$ cat config.mk
export PLATFORM = sky130hd
export DESIGN_NAME = wave_capture
export DESIGN_NICKNAME = d
export VERILOG_FILES = /design/src/rtl/wave_capture.sv
export SDC_FILE = /design/constraint.sdc
export NUM_CORES = 1
export LEC_CHECK = 0
export ABC_AREA = 1
export BUFFER_PORTS_ARGS = -buffer_cell sky130_fd_sc_hd__buf_2
export CORE_ASPECT_RATIO = 1.5
export CORE_MARGIN = 4
export CORE_UTILIZATION = 52
export CTS_BUF_LIST = sky130_fd_sc_hd__clkbuf_4 sky130_fd_sc_hd__clkbuf_8
export DETAILED_ROUTE_END_ITERATION = 12
export PLACE_DENSITY = 0.81
export SLEW_MARGIN = 20
export SYNTH_ARGS = -nofsm -noshare
export SYNTH_HDL_FRONTEND = slang
export SYNTH_SLANG_ARGS = --single-unit
$ cat constraint.sdc
create_clock -name clk -period 1.51 [get_ports clk]
set_input_delay 0.151 -clock clk [delete_from_list [all_inputs] [get_ports clk]]
set_output_delay 0.151 -clock clk [all_outputs]
set_load 0.005 [all_outputs]
$ cat src/rtl/wave_capture.sv
// Triggered waveform capture: on a positive zero crossing, write 256 offset-binary
// samples into the RAM half not being displayed, then wait for display idle to swap.
module wave_capture (
   input  logic        clk,
   input  logic        reset,
   input  logic        new_sample_ready,
   input  logic [15:0] new_sample_in,
   input  logic        wave_display_idle,
   output logic [8:0]  write_address,
   output logic        write_enable,
   output logic [7:0]  write_sample,
   output logic        read_index
);

   typedef enum logic [1:0] {
      ST_ARMED  = 2'd0,
      ST_ACTIVE = 2'd1,
      ST_WAIT   = 2'd2
   } state_t;

   state_t      r_state, w_state_nxt;
   logic [7:0]  r_index, w_index_nxt;
   logic [15:0] r_prev_sample;
   logic        r_read_index, w_read_index_nxt;
   logic [8:0]  r_write_address, w_write_address_nxt;
   logic        r_write_enable, w_write_enable_nxt;
   logic [7:0]  r_write_sample, w_write_sample_nxt;
   logic        w_crossing;

   // Rising zero crossing: previous sample negative, current sample non-negative.
   assign w_crossing = ($signed(r_prev_sample) < 16'sd0) &&
                       !($signed(new_sample_in) < 16'sd0);

   always_comb begin
      w_state_nxt         = r_state;
      w_index_nxt         = r_index;
      w_read_index_nxt    = r_read_index;
      w_write_enable_nxt  = 1'b0;
      w_write_address_nxt = r_write_address;
      w_write_sample_nxt  = r_write_sample;
      case (r_state)
         ST_ARMED: begin
            if (new_sample_ready && w_crossing) begin
               w_state_nxt = ST_ACTIVE;
               w_index_nxt = 8'd0;
            end
         end
         ST_ACTIVE: begin
            if (new_sample_ready) begin
               w_write_enable_nxt  = 1'b1;
               w_write_address_nxt = {~r_read_index, r_index};
               w_write_sample_nxt  = {~new_sample_in[15], new_sample_in[14:8]};
               w_index_nxt         = r_index + 8'd1;
               if (r_index == 8'hFF) begin
                  w_state_nxt = ST_WAIT;
               end
            end
         end
         ST_WAIT: begin
            // A sample arriving with idle is dropped, not tested for a crossing.
            if (wave_display_idle) begin
               w_read_index_nxt = ~r_read_index;
               w_state_nxt      = ST_ARMED;
            end
         end
         default: begin
            w_state_nxt = ST_ARMED;
         end
      endcase
   end

   always_ff @(posedge clk) begin
      if (reset) begin
         r_state         <= ST_ARMED;
         r_index         <= 8'd0;
         r_prev_sample   <= 16'd0;
         r_read_index    <= 1'b0;
         r_write_enable  <= 1'b0;
         r_write_address <= 9'd0;
         r_write_sample  <= 8'd0;
      end else begin
         r_state         <= w_state_nxt;
         r_index         <= w_index_nxt;
         r_read_index    <= w_read_index_nxt;
         r_write_enable  <= w_write_enable_nxt;
         r_write_address <= w_write_address_nxt;
         r_write_sample  <= w_write_sample_nxt;
         if (new_sample_ready) begin
            r_prev_sample <= new_sample_in;
         end
      end
   end

   assign write_address = r_write_address;
   assign write_enable  = r_write_enable;
   assign write_sample  = r_write_sample;
   assign read_index    = r_read_index;

endmodule
After elaboration in Yosys (flattened, before gate mapping):

Index checks and enable logic that the tools add are counted.

* flip-flop bits (word level): 45
* bits in latches: 0
* memory bits (writable): 0
* bits in read-only memories: 0
* input port bits: 20
* output and inout bits: 19
* word-level logic and storage cells: 39
* memories kept: 0

* add/sub/neg operators: 1
* multiply operators: 0
* div/mod/pow operators: 0
* order comparisons: 2
* equality and inequality tests: 7
* shift-type cells: 0
* mux-type cells: 9
* bitwise gates (word level): 3
* reduce and logical (&&, ||, !) cells: 10

Operator list (count)
* $lt 16x1->1 const B: 2
* $mux 8: 2
* $pmux 8 s2: 1
* $add 8x1->8 const B: 1
* $eq 8x8->1 const B: 1
* $mux 2: 4
* $ne 2x2->1 const B: 4
* $pmux 2 s3: 1
* $reduce_and 2->1: 2
* $reduce_and 4->1: 1
* $not 1->1: 3
* $reduce_and 3->1: 1
* $eq 2x1->1 const B: 1
* $eq 2x2->1 const B: 1
* $logic_and 1x1->1: 2
* $logic_not 2->1: 1
* $reduce_bool 2->1: 1
* $reduce_or 2->1: 1
* $logic_not 1->1: 1
* $mux 1: 1

Longest topological paths before layout:

Gate-level depths: netlist of run 1.

* word-level depth: 6
* gate-level depth with buffers: 9
* mapped depth without buffers: 9

Least setup slack after synthesis of run 1:

Ideal clock, no wire load.

* kind: register -> register
* start point: register r_state[0]
* end point: register r_index[0]
* library setup time: 0.115 ns
* arrival time: 0.949 ns
* required time: 1.395 ns
* setup slack: 0.447 ns
* stages on the path, launching flop included: 6
* buffers on the path: 0
* period minus slack after synthesis: 1.063 ns
* path through: dfxtp_1 > nor2_1 > nand3_4 > nand2_4 > nor2_1 > o21a_1

* word-level cells in the longest chain between the ends: 3
* elaborated cells between the ends (all ways): 7
* those cells by class: eq/ne: 3; mux: 1; reduce/logical: 3

Ends and longest elaborated chain
* start, declared: RTL line 21 `state_t r_state, w_state_nxt;`
* start signal, assigned: RTL line 82 `r_state <= w_state_nxt;`
* $eq 2x1->1 / $logic_not 2->1 (equally long branches): RTL line 41 `case (r_state)`
* $ne 2x2->1 (no source line) / $reduce_bool 2->1 (equally long branches)
* $reduce_and 3->1 (no source line)
* end signal, assigned: RTL line 83 `r_index <= w_index_nxt;`
* end, declared: RTL line 22 `logic [7:0] r_index, w_index_nxt;`

Several ways; a longest one is shown, not always the timed one.
A chain may end at the register's enable or synchronous reset.

Final worst setup path of run 1:

* start point: register r_state[1]
* end point: register r_index[4]

Same word-level chain as after synthesis.

==> results_dict.tcl, run 1 <==
set metrics [dict create \
    drv_slew 0 \
    vias_per_cell 5.225 \
    post_cts_buffers 0 \
    num_rows 21 \
    grt_pass1_vias 1107 \
    dpl_cell_area_sq_um 1436 \
    top_layer_used "met4" \
    yosys.area.top_type "dfxtp_1" \
    critPathKind "reg -> reg" \
    synth_seq_cells 30 \
    fin_nets 219 \
    ys_types 23 \
    cts_root_buf "clkbuf_4" \
    finalHoldViolCount 0 \
    fin_crit_ps 1292 \
    drt-met1-wl_um 1043 \
    cts.repair.resized 0 \
    clk_latency_ps 330 \
    ios 39 \
    r2r_cells 8 \
    core_area_sq_um 2286 \
    worstPathArrival_ps 1550 \
    worstMarginPinSlew_ps 336.1 \
    drive_gt1_frac 0.2764 \
    wire_per_inst_um 12.05 \
    drc_errors 0 \
    final_area_sq_um 1500 \
    postLayoutCoreUtil 0.6563 \
    route.met2.wl_um 1415 \
    ys_seq_area_frac 0.4674 \
    critPathLaunchType "flip-flop" \
    holdPathStages 3 \
    clockBufferDepth 2 \
    synth.avg_cell_area_sq_um 7.835 \
    synth_top_cell_area_share 0.4674 \
    mostFrequentLayoutCells "nor2_1 (33), buf_2 (30), dfxtp_1 (30), nand2_1 (19), o21ai_0 (17)" \
    wirelength_um 2676 \
    first_pass_iters 4 \
    endpoint_kind "flip-flop" \
    synthCells 164 \
    max_slew_margin 0.7751 \
    cts.sinks 30 \
    status "complete, no violations" \
    chipWidth_um 48.59 \
    syn2layout_area_growth_pct 16.75 \
    netlist_area_sq_um 1285 \
    power_density_nw_per_um2 998.8 \
    grtUsageTotal 0.1754 \
    final_common_cell "nor2_1" \
    dieArea_sq_um 3347 \
    fin_skew_ps 3.029 \
    fp.dieH_um 68.88 \
    gp_congestion 0.7802 \
    fin_setup_tns_ps 0 \
    min_path_type "in -> reg" \
    leakagePower_nw 0.7165 \
    num-fill-cells 199 \
    grt_overflow_total 0 \
    port_buffers 30 \
    met3WireLength_um 165 \
    ir_drop_mv 0.8641 \
    antenna_found_initial 0 \
    start_util 0.5621 \
    synth_warnings 0 \
    critical_path.max_fanout 17 \
    dp_hpwl_um 2004 \
    finalSetupViolCount 0 \
    cts_buffers 5 \
    p_total_mw 1.498 \
    grt_pass1_wl_um 4602 \
    htree_levels 2 \
    tritoncts "yes" \
    cts_hold_buf 0 \
    num_vias 1160 \
    drv_cap 0 \
    grt_max_degree 22 \
    r2r_slack_ps 220 \
    fmax_mhz 774.3 \
    yosys-top-cells-area "dfxtp_1 (47%), nor2_1 (9.6%), o21ai_0 (6.6%)" \
    syn-num-nets 185 \
    reg2reg_to "r_index[4]" \
    finish.cell_count_without_fillers 222 \
    cp.required_ps 1770 \
    rsz0062_at_grt "false" \
    startpoint "r_state[1]" \
    drt_iter0_markers 36 \
    dp_cells 214 \
    n_antenna_cell 0 \
    fin_crit_sh 0.8553 \
    r2r-start "r_state[1]" \
    worstSetupEndpoint "r_index[4]" \
    clk_pin_slew_worst_paths_ps 90 \
    drtAntennaViolNets 0 \
]
[stage by stage]
step	hold slack (ps)	setup slack, ps
after floorplan	285.9	446.6
after global placement	375.3	324.3
after detailed placement	376.9	248.7
after CTS	29.28	225.5
after global routing	42.97	136.4
final	36.08	218.5
[critical path, stage by stage, from the launching register on]
cell	delay, ps
dfxtp_1	400
inv_2	80
nand2_4	90
inv_2	70
nand2_4	190
nand2_4	90
o21ai_1	80
nand2_1	80
a21oi_1	140
[Yosys cell counts]
| cell | n |
|---|---|
| dfxtp_1 | 30 |
| o21ai_0 | 17 |
| buf_4 | 1 |
| o21a_1 | 2 |
| nand2_1 | 19 |
| nand3_4 | 1 |
| ha_1 | 1 |
| o21ai_1 | 3 |
| nand3_2 | 1 |
| clkbuf_1 | 1 |
| nor2_4 | 2 |
| nor2_1 | 33 |
| buf_6 | 3 |
| nand2_4 | 3 |
| nor3_1 | 2 |
| inv_2 | 3 |
| a21oi_2 | 3 |
| nand3_1 | 10 |
| o21ai_2 | 1 |
| inv_1 | 13 |
| buf_2 | 1 |
| a21oi_1 | 13 |
| nand3b_1 | 1 |
[kinds of logic after synthesis]
logic type,synth area share
buffers and inverters,0.08568
DFF,0.4674
and+or+nand+nor,0.2697
AOI/OAI and AO/OA,0.1675
adders and majority gates,0.009736
[flip-flops by register name, summed over array words and instances, names as in the netlist]
name and count:
write_sample 8, r_index 8, write_enable 1, write_address 9, read_index 1, r_prev_sample 1
r_state 2
[final cells by class]
cell class              count  area, sq um  area share
multi-input cells         112        574.3      0.3828
repair buffers             33        172.7      0.1151
clock inverters             1        5.005    0.003336
flip-flops and latches     30        600.6      0.4003
inverters                  16        60.06     0.04003
well taps                  23        28.78     0.01918
clock buffers               7        58.81     0.03920
[worst min path at each step]
| stage | from | endpoint | slack [ps] |
|---|---|---|---|
| finish | new_sample_in[14] | write_sample[6] | 40 |
| floorplan | new_sample_in[8] | write_sample[0] | 290 |
| global placement | new_sample_in[11] | write_sample[3] | 380 |
| detailed placement | new_sample_in[14] | write_sample[6] | 380 |
| CTS | new_sample_in[14] | write_sample[6] | 30 |
| global route | new_sample_in[14] | write_sample[6] | 40 |
[routing by layer]
metal  up-vias  track usage
met1       527       0.1747
met5         -            0
met4         0      0.09091
li1        598            -
met2        29       0.3284
met3         6      0.05161
[power by group]
group	total (mW)	internal [mW]	switching, mW
clock	0.506	0.243	0.263
sequential	0.835	0.816	0.0190
combinational	0.157	0.0601	0.0970
total	1.50	1.12	0.379
No activity file was read; power rests on OpenSTA's default activity.
==> run 2, diff against run 1 <==
--- a/config.mk
+++ b/config.mk
@@ -7,12 +7,14 @@
 export LEC_CHECK = 0
 export ABC_AREA = 1
 export BUFFER_PORTS_ARGS = -buffer_cell sky130_fd_sc_hd__buf_2
+export CELL_PAD_IN_SITES_DETAIL_PLACEMENT = 2
+export CELL_PAD_IN_SITES_GLOBAL_PLACEMENT = 2
 export CORE_ASPECT_RATIO = 1.5
 export CORE_MARGIN = 4
-export CORE_UTILIZATION = 52
+export CORE_UTILIZATION = 29
 export CTS_BUF_LIST = sky130_fd_sc_hd__clkbuf_4 sky130_fd_sc_hd__clkbuf_8
 export DETAILED_ROUTE_END_ITERATION = 12
-export PLACE_DENSITY = 0.81
+export PLACE_DENSITY_LB_ADDON = 0.1
 export SLEW_MARGIN = 20
 export SYNTH_ARGS = -nofsm -noshare
 export SYNTH_HDL_FRONTEND = slang
==> constraint.sdc (replaced) <==
create_clock -name clk -period 1.51 [get_ports clk]
set_input_delay 0.151 -clock clk [delete_from_list [all_inputs] [get_ports clk]]
set_output_delay 0.151 -clock clk [all_outputs]
set_load 0.1 [all_outputs]
==> results_dict.tcl, run 2 (synthesis gave the netlist of run 1 again) <==
set metrics [dict create \
    gp_congestion 0.7819 \
    fin_skew_ps 4.217 \
    critPathKind "reg -> reg" \
    n_antenna_cell 0 \
    fp.dieH_um 89.53 \
    fmax_mhz 766.1 \
    finalSetupViolCount 0 \
    grt_max_degree 22 \
    met3WireLength_um 161 \
    cp.required_ps 1670 \
    num_vias 1208 \
    grt_pass1_vias 1320 \
    fin_crit_sh 0.8645 \
    cts_hold_buf 0 \
    drt_iter0_markers 37 \
    p_total_mw 1.743 \
    cts.sinks 30 \
    dp_hpwl_um 2785 \
    port_buffers 30 \
    grtUsageTotal 0.1441 \
    clk_pin_slew_worst_paths_ps 60 \
    r2r_slack_ps 200 \
    wirelength_um 3529 \
    finalHoldViolCount 0 \
    power_density_nw_per_um2 1126 \
    min_path_type "in -> reg" \
    drt-met1-wl_um 1268 \
    postLayoutCoreUtil 0.3649 \
    holdPathStages 3 \
    route.met2.wl_um 2063 \
    worstPathArrival_ps 1470 \
    drc_errors 0 \
    fin_crit_ps 1305 \
    critPathLaunchType "flip-flop" \
    rsz0062_at_grt "false" \
    worstMarginPinSlew_ps 496.7 \
    endpoint_kind "flip-flop" \
    ios 39 \
    r2r_cells 5 \
    antenna_found_initial 0 \
    fin_hold_ws_ps 101.1 \
    fin_nets 219 \
    drive_gt1_frac 0.2727 \
    tritoncts "yes" \
    wire_per_inst_um 14.46 \
    status "complete, no violations" \
    largest_reg_flops 9 \
    drv_slew 0 \
    max_slew_margin 0.6711 \
    clk_latency_ps 270 \
    core_area_sq_um 4245 \
    htree_levels 2 \
    mostFrequentLayoutCells "nor2_1 (33), buf_2 (30), dfxtp_1 (30), nand2_1 (19), o21ai_0 (17)" \
    num_rows 29 \
    cts.repair.resized 0 \
    start_util 0.3027 \
    post_cts_buffers 0 \
    top_layer_used "met4" \
    cts_root_buf "clkbuf_8" \
    cts_buffers 5 \
    chipWidth_um 62.35 \
    critical_path.max_fanout 9 \
    drtAntennaViolNets 0 \
    leakagePower_nw 0.7229 \
    vias_per_cell 4.951 \
    grt_overflow_total 0 \
    first_pass_iters 3 \
    clockBufferDepth 2 \
    drv_cap 0 \
    syn2layout_area_growth_pct 20.55 \
    final_common_cell "nor2_1" \
    fin_setup_tns_ps 0 \
    ir_drop_mv 0.7814 \
    grt_pass1_wl_um 6341 \
    dieArea_sq_um 5582 \
]
-- run 2: cell types whose count changed in the layout (fill, tap and decap cells not counted) --
| cell | change |
|---|---|
| clkbuf_4 | -4 |
| clkinv_2 | -1 |
| clkbuf_8 | +4 |
-- run 2: layer usage --
layer	GRT usage	vias up
met5	0	-
met4	0.04054	0
met3	0.04403	4
met2	0.2915	22
met1	0.1389	589
li1	-	593
-- run 2: path summary, 6_finish.rpt --
path                           from              end
setup / recovery         r_state[0]       r_index[5]
hold / removal    new_sample_in[13]  write_sample[5]
setup reg to reg         r_state[0]       r_index[5]
hold reg to reg     write_sample[7]  write_sample[7]
-- run 2: layout make-up --
cell class	instances	area [sq um]
clock buffer	7	83.83
fill	511	2696
inverter	16	60.06
multi-input combinational	112	574.3
sequential	30	600.6
tap	46	57.56
timing repair buffer	33	172.7
-- run 2: power breakdown --
part           internal (mW)  total (mW)  leakage (nW)  switching (mW)
Clock                  0.353       0.630        0.0452           0.278
Combinational         0.0605       0.275         0.435           0.215
Sequential             0.817       0.838         0.242          0.0204
Total                   1.23        1.74         0.723           0.513
-- run 2: metrics by stage --
| step | area (sq um) | cells | setup WS, ps |
|---|---|---|---|
| floorplan | 1285 | 164 | 87.95 |
| global placement | 1465 | 237 | 253.8 |
| detailed placement | 1465 | 237 | 161.5 |
| CTS | 1549 | 244 | 147.2 |
| global route | 1549 | 244 | 47.23 |
| finish | 1549 | 244 | 204.7 |
-- run 2: worst max-delay path, stage by stage (launching register included) --
cell	delay (ps)
dfxtp_1	440
nand2_4	110
nor2_4	240
nand3_1	150
o21ai_0	200
a21oi_1	50
